<file path="src/rtl/adc_pmod_pkg.sv">
// adc_pmod_pkg: shared types, constants and sample formatting for the PMOD-AD1 capture path.
// Build option: define ADC_PMOD_TWOS_COMP_EN to emit left-justified two's-complement words
// instead of zero-extended offset-binary codes.
package adc_pmod_pkg;

   typedef enum logic [1:0] {
      IDLE  = 2'd0,
      CONV  = 2'd1,
      PUSH  = 2'd2,
      QUIET = 2'd3
   } state_t;

   localparam int unsigned FRAME_BITS      = 16;
   localparam int unsigned DATA_BITS       = 12;
   localparam int unsigned BYTES_PER_FRAME = 4;

   // 12-bit ADC code to the 16-bit FIFO word
   function automatic logic [15:0] format_word(input logic [DATA_BITS-1:0] d);
`ifdef ADC_PMOD_TWOS_COMP_EN
      // offset binary -> signed, left-justified to match the DAC path
      return {~d[11], d[10:0], 4'b0000};
`else
      return {4'b0000, d};
`endif
   endfunction

endpackage

</file>
<file path="src/rtl/adc_pmod_sclk_gen.sv">
// adc_pmod_sclk_gen: SCLK generator for one 16-bit conversion frame.
// Ports:
//   clk, reset      system clock, synchronous active-low reset
//   start           one-cycle request to begin a frame (SCLK goes low on the next edge)
//   sclk            serial clock, idles high
//   capture_c       high in the cycle whose closing edge drives SCLK 0->1
//   done_c          high in the last cycle of the 16th SCLK period
import adc_pmod_pkg::*;

module adc_pmod_sclk_gen #(
   parameter int unsigned SCLK_HALF = 2
) (
   input  logic clk,
   input  logic reset,
   input  logic start,
   output logic sclk,
   output logic capture_c,
   output logic done_c
);

   localparam int unsigned HW = $clog2(SCLK_HALF + 1);
   localparam int unsigned BW = $clog2(FRAME_BITS);

   logic          active;
   logic          high_phase;
   logic [HW-1:0] half_cnt;
   logic [BW-1:0] bit_cnt;
   logic          half_end;

   assign half_end  = (half_cnt == HW'(SCLK_HALF - 1));
   assign capture_c = active && half_end && !high_phase;
   assign done_c    = active && half_end && high_phase && (bit_cnt == BW'(FRAME_BITS - 1));

   // half-period divider and bit counter
   always_ff @(posedge clk) begin
      if (!reset) begin
         active     <= 1'b0;
         high_phase <= 1'b0;
         half_cnt   <= '0;
         bit_cnt    <= '0;
         sclk       <= 1'b1;
      end else if (start) begin
         active     <= 1'b1;
         high_phase <= 1'b0;
         half_cnt   <= '0;
         bit_cnt    <= '0;
         sclk       <= 1'b0;
      end else if (active) begin
         if (half_end) begin
            half_cnt <= '0;
            if (!high_phase) begin
               high_phase <= 1'b1;
               sclk       <= 1'b1;
            end else begin
               high_phase <= 1'b0;
               bit_cnt    <= bit_cnt + BW'(1);
               // after the last period SCLK stays at its idle-high level
               if (bit_cnt == BW'(FRAME_BITS - 1)) begin
                  active <= 1'b0;
                  sclk   <= 1'b1;
               end else begin
                  sclk <= 1'b0;
               end
            end
         end else begin
            half_cnt <= half_cnt + HW'(1);
         end
      end
   end

endmodule

</file>
<file path="src/rtl/adc_pmod.sv">
// adc_pmod: PMOD-AD1 (dual AD7476A) capture path feeding the tracking FIFO write side.
// Each sample tick runs one 16-SCLK frame, captures both channels, and writes
// A[7:0], A[15:8], B[7:0], B[15:8] into the FIFO.
// Build option: ADC_PMOD_TWOS_COMP_EN selects two's-complement word formatting.
// Ports:
//   clk, reset           system clock, synchronous active-low reset
//   enable               run the sample-rate counter
//   sample_period        clk cycles per sample (values < 2 act as 2)
//   pmod_cs, pmod_sclk   ADC chip select (active low) and serial clock (idle high)
//   pmod_din             [0] ADC A (left), [1] ADC B (right)
//   fifo_clk, fifo_data, fifo_write, fifo_free   FIFO write side
//   status_clear         clears overflow and overrun
//   overflow             sticky: frame dropped for lack of FIFO space
//   overrun              sticky: sample tick arrived outside IDLE
//   frame_count          frames written, wrapping
import adc_pmod_pkg::*;

module adc_pmod #(
   parameter int unsigned SCLK_HALF    = 2,
   parameter int unsigned QUIET_CYCLES = 4,
   parameter int unsigned FREE_W       = 11
) (
   input  logic              clk,
   input  logic              reset,
   input  logic              enable,
   input  logic [15:0]       sample_period,
   output logic              pmod_cs,
   output logic              pmod_sclk,
   input  logic [1:0]        pmod_din,
   output logic              fifo_clk,
   output logic [7:0]        fifo_data,
   output logic              fifo_write,
   input  logic [FREE_W-1:0] fifo_free,
   input  logic              status_clear,
   output logic              overflow,
   output logic              overrun,
   output logic [15:0]       frame_count
);

   localparam int unsigned QW  = (QUIET_CYCLES > 1) ? $clog2(QUIET_CYCLES) : 1;
   localparam int unsigned BIW = $clog2(BYTES_PER_FRAME);

   state_t               state;
   logic [15:0]          period_cnt;
   logic [15:0]          period;
   logic                 tick_c;
   logic                 start_c;
   logic                 capture_c;
   logic                 done_c;
   logic [DATA_BITS-1:0] shift_a;
   logic [DATA_BITS-1:0] shift_b;
   logic [BIW-1:0]       byte_idx;
   logic [QW-1:0]        quiet_cnt;
   logic [15:0]          word_a;
   logic [15:0]          word_b;
   logic [7:0]           byte_sel;

   assign fifo_clk = clk;

   // effective period and sample tick; >= guards against a period shrinking under the counter
   assign period  = (sample_period < 16'd2) ? 16'd2 : sample_period;
   assign tick_c  = enable && (period_cnt >= period - 16'd1);
   assign start_c = (state == IDLE) && tick_c;

   always_ff @(posedge clk) begin
      if (!reset) begin
         period_cnt <= '0;
      end else if (!enable || tick_c) begin
         period_cnt <= '0;
      end else begin
         period_cnt <= period_cnt + 16'd1;
      end
   end

   adc_pmod_sclk_gen #(
      .SCLK_HALF (SCLK_HALF)
   ) u_sclk_gen (
      .clk       (clk),
      .reset     (reset),
      .start     (start_c),
      .sclk      (pmod_sclk),
      .capture_c (capture_c),
      .done_c    (done_c)
   );

   // byte select for the FIFO stream
   always_comb begin
      word_a = format_word(shift_a);
      word_b = format_word(shift_b);
      case (byte_idx)
         BIW'(0): byte_sel = word_a[7:0];
         BIW'(1): byte_sel = word_a[15:8];
         BIW'(2): byte_sel = word_b[7:0];
         default: byte_sel = word_b[15:8];
      endcase
   end

   // frame sequencer, FIFO writer and status flags
   always_ff @(posedge clk) begin
      if (!reset) begin
         state       <= IDLE;
         pmod_cs     <= 1'b1;
         fifo_write  <= 1'b0;
         fifo_data   <= '0;
         overflow    <= 1'b0;
         overrun     <= 1'b0;
         frame_count <= '0;
         shift_a     <= '0;
         shift_b     <= '0;
         byte_idx    <= '0;
         quiet_cnt   <= '0;
      end else begin
         fifo_write <= 1'b0;
         case (state)
            IDLE: begin
               if (tick_c) begin
                  state   <= CONV;
                  pmod_cs <= 1'b0;
               end
            end
            CONV: begin
               // only the last 12 of 16 bits survive, dropping the leading zeros
               if (capture_c) begin
                  shift_a <= {shift_a[DATA_BITS-2:0], pmod_din[0]};
                  shift_b <= {shift_b[DATA_BITS-2:0], pmod_din[1]};
               end
               if (done_c) begin
                  pmod_cs  <= 1'b1;
                  state    <= PUSH;
                  byte_idx <= '0;
               end
            end
            PUSH: begin
               // space is checked once, so a frame is written whole or not at all
               if (byte_idx == '0 && fifo_free < FREE_W'(BYTES_PER_FRAME)) begin
                  overflow  <= 1'b1;
                  quiet_cnt <= '0;
                  state     <= (QUIET_CYCLES == 0) ? IDLE : QUIET;
               end else begin
                  fifo_write <= 1'b1;
                  fifo_data  <= byte_sel;
                  if (byte_idx == BIW'(BYTES_PER_FRAME - 1)) begin
                     byte_idx    <= '0;
                     frame_count <= frame_count + 16'd1;
                     quiet_cnt   <= '0;
                     state       <= (QUIET_CYCLES == 0) ? IDLE : QUIET;
                  end else begin
                     byte_idx <= byte_idx + BIW'(1);
                  end
               end
            end
            QUIET: begin
               if (quiet_cnt == QW'(QUIET_CYCLES - 1)) begin
                  quiet_cnt <= '0;
                  state     <= IDLE;
               end else begin
                  quiet_cnt <= quiet_cnt + QW'(1);
               end
            end
            default: state <= IDLE;
         endcase

         if (tick_c && state != IDLE) begin
            overrun <= 1'b1;
         end
         // clear wins over a same-cycle set
         if (status_clear) begin
            overflow <= 1'b0;
            overrun  <= 1'b0;
         end
      end
   end

endmodule

</file>
<file path="config.mk">
export PLATFORM = sky130hd
export DESIGN_NAME = adc_pmod
export DESIGN_NICKNAME = d
export VERILOG_FILES = /design/src/rtl/adc_pmod_pkg.sv /design/src/rtl/adc_pmod_sclk_gen.sv /design/src/rtl/adc_pmod.sv
export SDC_FILE = /design/constraint.sdc
export NUM_CORES = 1
export LEC_CHECK = 0
export BUFFER_PORTS_ARGS = -buffer_cell sky130_fd_sc_hd__buf_2
export CORE_MARGIN = 2
export CORE_UTILIZATION = 60
export DETAILED_ROUTE_END_ITERATION = 10
export GPL_TIMING_DRIVEN = 0
export PLACE_DENSITY_LB_ADDON = 0.08
export SYNTH_ARGS = -nofsm -noshare
export SYNTH_HDL_FRONTEND = slang
export SYNTH_SLANG_ARGS = --single-unit
</file>
<file path="constraint.sdc">
create_clock -name clk -period 10.65 [get_ports clk]
set_clock_uncertainty 0.05 [all_clocks]
set_input_delay 1.065 -clock clk [delete_from_list [all_inputs] [get_ports clk]]
set_output_delay 1.065 -clock clk [all_outputs]
set_load 0.01 [all_outputs]
</file>
==> impl_metrics.env <==
export IMPL_synth_seq_cells=83
export IMPL_diodes=0
export IMPL_synth_top_area_share_pct=40.2
export IMPL_yosysSeqAreaShare_pct=40.2
export IMPL_core_area_sq_um=6720
export IMPL_slew_headroom_pct=25.8
export IMPL_crit_required_ns=9.54
export IMPL_endpoint_kind="primary output"
export IMPL_status="completed"
export IMPL_grt_ovfl_total=0
export IMPL_final_cell_mix="83 x dfxtp_1, 75 x nand2_1, 71 x nor2_1"
export IMPL_power_density_nw_per_um2=130
export IMPL_drive_above_1_share_pct=14.3
export IMPL_fp_dieH_um=87.0
export IMPL_placedCellCount=640
export IMPL_hp_class="reg -> reg"
export IMPL_r2r_start="byte_idx[0]"
export IMPL_crit_type="clk -> out"
export IMPL_syn_num_nets=563
export IMPL_leakage_nw=1.88
export IMPL_drt_iter0_drc=171
export IMPL_finalMaxSlewViolations=0
export IMPL_dr_pass1_iters=4
export IMPL_path_clk_slew_ns=0.08
export IMPL_async_flop_share_pct=0
export IMPL_final_setup_tns_ns=0
export IMPL_place_hpwl_um=6650
export IMPL_syn_to_final_growth_pct=15.5
export IMPL_io_pins=63
export IMPL_hold_ws_ns=0.405
export IMPL_drc=0
export IMPL_post_cts_resized=0
export IMPL_synth_edf_count=0
export IMPL_portBuffers=59
export IMPL_syn_area_sq_um=4130
export IMPL_maxCapViolCount=0
export IMPL_postSynthCellCount=501
export IMPL_avgSynthCellArea_sq_um=8.25
export IMPL_antenna_found_initial=0
export IMPL_layout_commonest_cell="dfxtp_1"
export IMPL_final_cell_count_no_fill=659
export IMPL_cts_setup_buffers=0
export IMPL_drtAntennaViolNets=0
export IMPL_ys_flop_type="dfxtp_1"
export IMPL_vias_per_cell=5.61
export IMPL_arrival_ns=5.80
export IMPL_nNetsFinal=636
export IMPL_yosysWarnings=0
export IMPL_die_area_sq_um=7570
export IMPL_globalplace_congestion=0.842
export IMPL_rsz0062_at_grt="false"
export IMPL_critPathMaxFanout=2
export IMPL_min_delay_start="overflow"
export IMPL_num_vias=3695
export IMPL_hold_violations=0
export IMPL_die_w_um=87.0
export IMPL_worstSetupStartpointType="clock port"
export IMPL_grt_first_pass_wirelength_um=15400
export IMPL_tightest_slew_ns=1.10
export IMPL_vdd_drop_max_mv=0.0962
export IMPL_final_setup_viol_count=0
export IMPL_yosys_area_top_type="dfxtp_1"
export IMPL_startpoint="clk"
export IMPL_ctsHoldBuffers=0
export IMPL_cts_tree="done"
export IMPL_rows=30
export IMPL_grt_use_total_pct=25.7
export IMPL_wire_per_inst_um=13.8
export IMPL_ys_types=47
export IMPL_grt_max_degree=14
export IMPL_clock_latency_ns=0.46
export IMPL_start_util_pct=61.5
export IMPL_wirelength_um=9090
export IMPL_first_global_vias=3529
export IMPL_yosys_top_cells_area="dfxtp_1 40%, ha_1 8.8%, nand2_1 6.8%"
worst paths after layout:
kind             endpoint  slack (ns)  cells after the start
max              fifo_clk        3.73                      4
min reg2reg      overflow        0.41                      2
min              overflow        0.41                      2
max reg2reg  quiet_cnt[0]        7.80                      9
flip-flops by register name (all words and copies together), names as in the netlist, 2 cells and up:
| name | flops |
|---|---|
| quiet_cnt | 2 |
| frame_count | 16 |
| shift_a | 12 |
| period_cnt | 16 |
| state | 2 |
| shift_b | 12 |
| u_sclk_gen.half_cnt | 2 |
| u_sclk_gen.bit_cnt | 4 |
| byte_idx | 2 |
| fifo_data | 8 |
metal layers:
| metal | track usage [%] | vias up | part of all wire [%] |
|---|---|---|---|
| met5 | 0 | - | 0 |
| met4 | 12.9 | 0 | 2.1 |
| met3 | 4.45 | 15 | 3.9 |
| met2 | 42.5 | 77 | 48 |
| met1 | 32.2 | 1724 | 46 |
| li1 | - | 1879 | - |
kinds of logic (layout without fill, tap and decap cells):
group	Yosys count	count (layout)	share of synthesized area (%)
AND/OR/NAND/NOR	222	222	24.9
AO/OA/AOI/OAI	87	87	12.8
flip-flops	83	83	40.2
XOR/XNOR	46	46	9.75
buffers and inverters	32	110	3.03
adder cells (fa/ha/maj)	29	29	8.78
multiplexers	2	2	0.485
critical path, stage by stage:
cell and delay [ns]:
clkbuf_8 0.11, clkbuf_8 0.12, buf_4 0.12, buf_2 0.13
power by group:
part	total, mW	leakage [nW]	internal, mW	switching [mW]
logic	0.0346	1.08	0.0144	0.0202
clock network	0.274	0.137	0.152	0.122
registers	0.313	0.669	0.311	0.00144
total	0.621	1.88	0.478	0.144
metrics by stage:
stage / power (mW) / cell area [sq um] / setup WS, ns / utilization, %
final: 0.621 / 4770 / 3.73 / 71.0
after global routing: 0.647 / 4770 / 3.72 / 71.0
after CTS: 0.627 / 4770 / 3.72 / 71.0
after detailed placement: 0.365 / 4530 / 3.98 / 67.4
after global placement: 0.364 / 4530 / 3.98 / 67.4
after floorplan: 0.348 / 4130 / 4.09 / -
area by class of cell:
type                            count  area, sq um
Fill cell                         556         1950
Sequential cell                    83         1660
Clock inverter                      4         48.8
Inverter                           11         41.3
Clock buffer                       16          201
Buffer                             21         83.8
Tap cell                           80          100
Timing Repair Buffer               58          290
Multi-Input combinational cell    386         2340
Yosys cell counts, types with 2 or more instances:
| master | n |
|---|---|
| dfxtp_1 | 83 |
| nand2_1 | 75 |
| nor2_1 | 71 |
| a21oi_1 | 49 |
| ha_1 | 29 |
| xor2_1 | 25 |
| xnor2_1 | 21 |
| clkbuf_1 | 18 |
| nand3_1 | 18 |
| nand4_1 | 14 |
| inv_1 | 11 |
| nor3_1 | 11 |
| o21ai_0 | 8 |
| and3_1 | 5 |
| nand2b_1 | 5 |
| a222oi_1 | 4 |
| a22oi_1 | 4 |
| o211ai_1 | 4 |
| or3_1 | 4 |
| or4_1 | 3 |
| a211oi_1 | 2 |
| a21o_1 | 2 |
| and2_1 | 2 |
| and4_1 | 2 |
| mux2i_1 | 2 |
| nor2b_1 | 2 |
| nor4_1 | 2 |
| nor4b_1 | 2 |
| o21a_1 | 2 |
| o21bai_1 | 2 |
| o31a_1 | 2 |
| o31ai_1 | 2 |
Note: power is estimated with default switching activity, not from simulation.
